--- src/rtl/node_request_injector.sv ---
// node_request_injector: core-side network interface that queues local read/write requests,
// issues them as single-cycle flits to a mesh Node and returns read replies to the requester.
module node_request_injector #(
    parameter int NET_AW  = 4,
    parameter int BANK_AW = 8,
    parameter int DW      = 32,
    parameter int DEPTH   = 4,
    parameter int TIMEOUT = 64
) (
    input  logic                    clk,
    input  logic                    reset,
    input  logic [NET_AW-1:0]       localRouterAddress,
    input  logic                    req_valid,
    output logic                    req_ready,
    input  logic                    req_write,
    input  logic [NET_AW+BANK_AW-1:0] req_addr,
    input  logic [DW-1:0]           req_data,
    output logic                    resp_valid,
    output logic [DW-1:0]           resp_data,
    output logic                    resp_error,
    output logic [NET_AW+BANK_AW-1:0] destinationAddressOut,
    output logic [NET_AW-1:0]       requesterAddressOut,
    output logic                    readOut,
    output logic                    writeOut,
    output logic [DW-1:0]           dataOut,
    input  logic [NET_AW+BANK_AW-1:0] destinationAddressIn,
    input  logic [NET_AW-1:0]       requesterAddressIn,
    input  logic                    readIn,
    input  logic                    writeIn,
    input  logic [DW-1:0]           dataIn,
    output logic [7:0]              late_resp_count
);
    localparam int AW = NET_AW + BANK_AW;
    localparam int PW = $clog2(DEPTH);
    localparam int CW = $clog2(TIMEOUT);
    localparam int EW = 1 + AW + DW;

    typedef enum logic [1:0] {IDLE, SENDW, SENDR, WAIT} stateT;

    stateT             state, nextState;
    logic [EW-1:0]     mem [DEPTH];
    logic [PW-1:0]     wrPtr, rdPtr;
    logic [PW:0]       count;
    logic [CW-1:0]     timer;
    logic              push, pop, match, timeout, inWait;
    logic              headWrite;
    logic [AW-1:0]     headAddr;
    logic [DW-1:0]     headData;
    logic              unusedIn;

    assign unusedIn = ^{destinationAddressIn, readIn};
    assign req_ready = count != (PW+1)'(DEPTH);
    assign push = req_valid & req_ready;
    assign {headWrite, headAddr, headData} = mem[rdPtr];
    assign match = writeIn && requesterAddressIn == localRouterAddress;
    assign inWait = state == WAIT;
    // Timer reaches TIMEOUT-1 on this edge; a coincident match still wins.
    assign timeout = timer == CW'(TIMEOUT - 2);

    always_comb begin
        nextState = state;
        pop = 1'b0;
        case (state)
            IDLE: begin
                pop = count != '0;
                nextState = !pop ? IDLE : headWrite ? SENDW : SENDR;
            end
            SENDW: nextState = IDLE;
            SENDR: nextState = WAIT;
            WAIT: nextState = (match || timeout) ? IDLE : WAIT;
            default: nextState = IDLE;
        endcase
    end

    always_ff @(posedge clk)
        if (push) mem[wrPtr] <= {req_write, req_addr, req_data};

    always_ff @(posedge clk or negedge reset) begin
        if (!reset) begin
            state <= IDLE;
            wrPtr <= '0;
            rdPtr <= '0;
            count <= '0;
            timer <= '0;
            destinationAddressOut <= '0;
            requesterAddressOut <= '0;
            readOut <= 1'b0;
            writeOut <= 1'b0;
            dataOut <= '0;
            resp_valid <= 1'b0;
            resp_error <= 1'b0;
            resp_data <= '0;
            late_resp_count <= '0;
        end else begin
            state <= nextState;
            if (push) wrPtr <= wrPtr + 1'b1;
            if (pop) rdPtr <= rdPtr + 1'b1;
            count <= count + (PW+1)'(push) - (PW+1)'(pop);
            timer <= inWait ? timer + 1'b1 : '0;
            destinationAddressOut <= pop ? headAddr : '0;
            requesterAddressOut <= pop ? localRouterAddress : '0;
            writeOut <= pop & headWrite;
            readOut <= pop & ~headWrite;
            dataOut <= (pop & headWrite) ? headData : '0;
            resp_valid <= inWait && (match || timeout);
            resp_error <= inWait && !match && timeout;
            resp_data <= (inWait && match) ? dataIn : '0;
            if (match && !inWait && late_resp_count != 8'hFF)
                late_resp_count <= late_resp_count + 8'd1;
        end
    end
endmodule

--- config.mk ---
export PLATFORM = sky130hd
export DESIGN_NAME = node_request_injector
export DESIGN_NICKNAME = d
export VERILOG_FILES = /design/src/rtl/node_request_injector.sv
export SDC_FILE = /design/constraint.sdc
export NUM_CORES = 1
export LEC_CHECK = 0
export ABC_CLOCK_PERIOD_IN_PS = 3240
export CAP_MARGIN = 15
export CORE_AREA = 2 2 183 185
export DETAILED_ROUTE_END_ITERATION = 7
export DIE_AREA = 0 0 185 187
export HOLD_SLACK_MARGIN = 0.06
export PLACE_DENSITY_LB_ADDON = 0.12
export SKIP_LAST_GASP = 1
export SLEW_MARGIN = 25
export SYNTH_ARGS = -nofsm -noshare
export SYNTH_HDL_FRONTEND = slang
export SYNTH_SLANG_ARGS = --single-unit
--- constraint.sdc ---
create_clock -name clk -period 3.24 [get_ports clk]
set_input_delay 0.486 -clock clk [delete_from_list [all_inputs] [get_ports clk]]
set_output_delay 0.486 -clock clk [all_outputs]
set_load 0.1 [all_outputs]
Yosys cells after proc, flatten, opt, wreduce, memory -nomap -nowiden:

Memory sizes are Yosys's and may differ from the RTL's.
Cells that the tools add are included.

* bits in registers: 107
* memory bits (read-only): 0
* logic and storage cells: 56
* memories: 1
* memory bits (writable): 180
* output and inout bits: 93
* bits in latches: 0

* equal/unequal tests: 7
* divide/modulo/power cells: 0
* bitwise logic cells: 4
* reductions and logical operators: 12
* shift-type cells: 0
* order comparisons: 0
* multiply operators: 0
* mux-type cells: 12
* $add $sub $neg: 6

Memories
* mem: depth 4, width 45, read ports 1, clocked after memory_dff 0, write ports 1, RTL line 41 `logic [EW-1:0] mem [DEPTH];`

Operator list (number)
* 32-bit two-way mux: 2
* 12-bit two-way mux: 1
* 8-bit by 1-bit adder with 8-bit output (second input constant): 1
* 8-bit != test (second input constant): 1
* 2-bit case mux with 4 select lines: 1
* 1-bit logical AND: 7
* 6-bit by 1-bit adder with 6-bit output (second input constant): 1
* 6-bit equality test (second input constant): 1
* 2-bit two-way mux: 3
* 6-bit two-way mux: 1
* 2-bit by 1-bit adder with 2-bit output (second input constant): 2
* 2-bit equality test (second input constant): 2
* 4-bit equality test: 1
* 4-bit two-way mux: 1
* 3-bit by 1-bit adder with 3-bit output: 1
* 1-bit AND: 3
* 1-bit two-way mux: 3
* 3-bit != test (second input constant): 1
* 3-bit nonzero test: 1
* 3-bit by 1-bit subtractor with 3-bit output: 1
* 2-bit by 1-bit equality test with 1-bit output (second input constant): 1
* 1-bit logical NOT: 2
* 2-bit logical NOT: 1
* 1-bit logical OR: 1
* 1-bit NOT: 1

Depth between registers and ports, before layout:

* depth in word-level cells: 5
* gate-level depth with buffers: 11
* gate-level depth less buffers: 11

Worst setup path before layout:

No wires, ideal clock.

* path type: reg-to-reg
* start: register count[1]
* end: memory mem[0][0] (netlist name), enable pin
* slack: 0.410 ns
* cell stages (with the launch flop): 4
* arrival: 2.423 ns
* setup time: 0.407 ns
* cells stage by stage: dfrtp_1 -> nor2_1 -> nand2_1 -> and3_1

* longest elaborated chain between the ends: 4

RTL lines
* from (decl): RTL line 43 `logic [PW:0] count;`
* from (signal assigned): RTL line 98 `count <= count + (PW+1)'(push) - (PW+1)'(pop);`
* 3-bit != test: RTL line 52 `assign req_ready = count != (PW+1)'(DEPTH);`
* via req_ready: RTL line 14 `output logic req_ready,`
* 1-bit AND: RTL line 53 `assign push = req_valid & req_ready;`
* 1-bit two-way mux: RTL line 76 `if (push) mem[wrPtr] <= {req_write, req_addr, req_data};`
* 1-bit two-way mux (not written as such): RTL line 76
* to (decl): RTL line 41

The timed path passes the listed nets, and every way through them passes these cells.

Final worst setup path:

* start: register dataOut[19]
* end: output port dataOut[19]

RTL lines
* from (decl): RTL line 25 `output logic [DW-1:0] dataOut,`
* from (signal assigned): RTL line 104 `dataOut <= (pop & headWrite) ? headData : '0;`

No word-level cell between the ends.

==> metrics.md <==
| Metric | Value |
|---|---|
| Sequential cell area | 8090 µm² |
| # clock sinks | 287 |
| Port Buf Inserts | 181 |
| Max incr delay on CP | 1.15 ns |
| GRT overflow | 0 |
| Critical Path RT | 2.75 ns |
| Post-synth EDFFs | 180 |
| Pwr dens | 855 nW/µm² |
| Post-route antenna net violation count | 0 |
| Hold Slack | 0.0660 ns |
| Synth async-reset ratio | 37.3% |
| Sequential fraction of the synthesis area | 78.0% |
| Vias per std cell | 4.44 |
| Min-delay worst type | input port to async pin |
| Reg power frac | 40.8% |
| Post-Syn Nets | 635 |
| Overall Global Routing Usage | 13.2% |
| # DRC | 0 |
| #FFs+latches synth | 287 |
| Placed Area | 12700 µm² |
| Setup crit end kind | output pin |
| GPL Wtd Cong | 0.719 |
| Die width | 185 µm |
| Nets@finish | 844 |
| Clock Path Buffers | 3 |
| HPWL after detailed placement | 13600 µm |
| Synth cell types | 32 |
| Rows | 67 |
| Max-Slew Margin vs Limit | 32.5% |
| H-Tree Depth | 2 |
| Setup Skew | 0.0182 ns |
| Drt first pass iters | 4 |
| Core area | 32900 µm² |
| Initial cell density of the core | 31.5% |
| Netlist Area Pre-Place | 10400 µm² |
| Die area | 34600 µm² |
| Max-slew violation count | 0 |
| Max_cap viols | 0 |
| Area share of the largest cell type after synthesis | 52.2% |
| Via Count | 5363 |
| Final setup TNS | 0 ns |
| Clock Tree Root | clkbuf_16 |
| Max FO, Critical Path | 1 |
| CP Cell Sequence | clkdlybuf4s50_1 |
| Part of the cycle the worst path needs | 77.9% |
| Buffers and inverters on the worst path | 1 |
| Setup violators final | 0 |
| CTS tree | done |
| Multi-input gate area | 2110 µm² |
| NetSw | 3850 µW |
| CP startpoint kind | flop |
| # fillers | 2954 |
| Top cells by area, synth | edfxtp_1 52%, dfrtp_1 26%, mux4_2 9.1%, and2_1 3.0%, and3_1 2.4% |
| Slew at the pin closest to its max-slew limit | 1.01 ns |
| FMAX | 396 MHz |
| Cts bufs inserted | 35 |
| DRT iter0 DRCs | 193 |
| Vias in the first global route | 5859 |
| Initial antenna violation count | 1 |
| CP Class | flop to output pin |
| Share of layout cells above drive strength 1 | 18.1% |
| Slowest CP cell | clkdlybuf4s50_1 |
| Final hold vios | 0 |
| Period minus WS final | 2.53 ns |
| Clk pwr share | 30.5% |
| Largest net degree at the start of global routing | 57 |
| Hold buffer count at CTS | 0 |
| Setup Fix Bufs, Post-CTS | 0 |
| Final WL | 22800 µm |
| Critical path arrival | 2.04 ns |
| Sw frac | 32.6% |
| Leading cell type in the layout, fill and taps excluded | edfxtp_1 |
| Status | finished, final reports clean |
| Clock Latency Late Sink | 0.51 ns |
| Syn_area_per_cell | 19.8 µm² |
| Yosys Warn Count | 0 |
| First-pass GRT wire length | 34400 µm |
| RSZ-0062 raised after global routing | false |
| Top_reg_cell synth | edfxtp_1 |
| Worst-path clk slew | 0.06 ns |
| Combinational power share | 28.7% |
| Pint | 7960 µW |
| P_leak | 0.00535 µW |
| CP delay by family, top | buffers and inverters |
| Wire per inst | 18.9 µm |
| Die height | 187 µm |
| Final Cell Area | 13800 µm² |
| Area growth syn-to-layout | 33.3% |
| Yosys top cell by area | edfxtp_1 |
| Commonest non-fill, non-tap cells in the layout | 180 x edfxtp_1, 161 x clkdlybuf4s50_1, 105 x dfrtp_1 |
| Gates resized, CTS repair | 0 |
| Max IR drop VDD | 359 µV |
| Ports | 195 |
| Synth Instances | 523 |
state kept, by name (all words and copies together), names as in the netlist, 3 cells and up:
register               cells
count                      3
dataOut                   32
destinationAddressOut     12
late_resp_count            8
mem                      180
requesterAddressOut        4
resp_data                 32
timer                      6
synthesized netlist by cell type, types with 2 or more instances:
master / count
mux4_2: 42
ha_1: 9
o21a_1: 2
dfrtp_1: 107
clkbuf_2: 3
and3_1: 40
xnor2_1: 12
a21oi_1: 2
clkbuf_1: 9
nand4_1: 3
buf_6: 5
buf_2: 4
nand3_1: 6
or3_1: 2
inv_1: 10
o21ai_0: 3
nor2_1: 8
mux4_1: 3
xor2_1: 7
nand2_1: 6
nor3_1: 2
edfxtp_1: 180
and2_1: 49
through the flow:
step / worst slack [ns] / std cells / util, % / power (µW)
floorplan: 0.410 / 523 / - / 7310
global placement: 0.678 / 1143 / 38.7 / 8320
detailed placement: 0.655 / 1143 / 38.7 / 8400
CTS: 0.689 / 1206 / 42.0 / 12100
global route: 0.691 / 1206 / 42.0 / 12400
finish: 0.715 / 1207 / 42.0 / 11800
layer usage:
metal	up-vias	wire, µm	share of wire (%)	GRT usage (%)
met5	-	0	0	0
met4	0	404	1.8	3.69
met1	2752	9370	41	16.0
li1	2403	-	-	-
met3	32	1580	6.9	3.56
met2	176	11400	50	23.1
final cells by class:
cell class | instances | area share (%)
inverter | 10 | 0.272
multi-input combinational | 204 | 15.3
antenna | 1 | 0.0181
clock buffer | 50 | 7.05
timing repair buffer | 194 | 13.9
tap | 448 | 4.06
sequential | 287 | 58.6
clock inverter | 13 | 0.797
worst paths after layout:
| check | startpoint | to | slack (ns) | cells after the start |
|---|---|---|---|---|
| setup / recovery | dataOut[19] | dataOut[19] | 0.71 | 1 |
| hold / removal | reset | late_resp_count[6] | 0.07 | 1 |
| setup reg to reg | count[1] | count[2] | 1.02 | 10 |
| hold reg to reg | timer[0] | timer[0] | 0.50 | 1 |
| max in group asynchronous | reset | requesterAddressOut[1] | 2.32 | 2 |
| min in group clk | timer[0] | timer[0] | 0.50 | 1 |
cell families after synthesis:
group | Yosys count | synth area share (%)
AO/OA/AOI/OAI | 7 | 0.386
multiplexers | 46 | 10.0
AND/OR/NAND/NOR | 122 | 7.05
flip-flops | 287 | 78.0
adder cells (fa/ha/maj) | 10 | 1.28
XOR/XNOR | 19 | 1.61
buffers and inverters | 32 | 1.64
power by group through the flow:
stage               clock network (µW)  logic [µW]  registers (µW)
finish                            3610        3390            4820
global route                      3870        3640            4880
CTS                               3740        3500            4830
detailed placement                   0        3500            4900
global placement                     0        3470            4860
floorplan                            0        1510            5800
(Power assumes the default switching activity.)
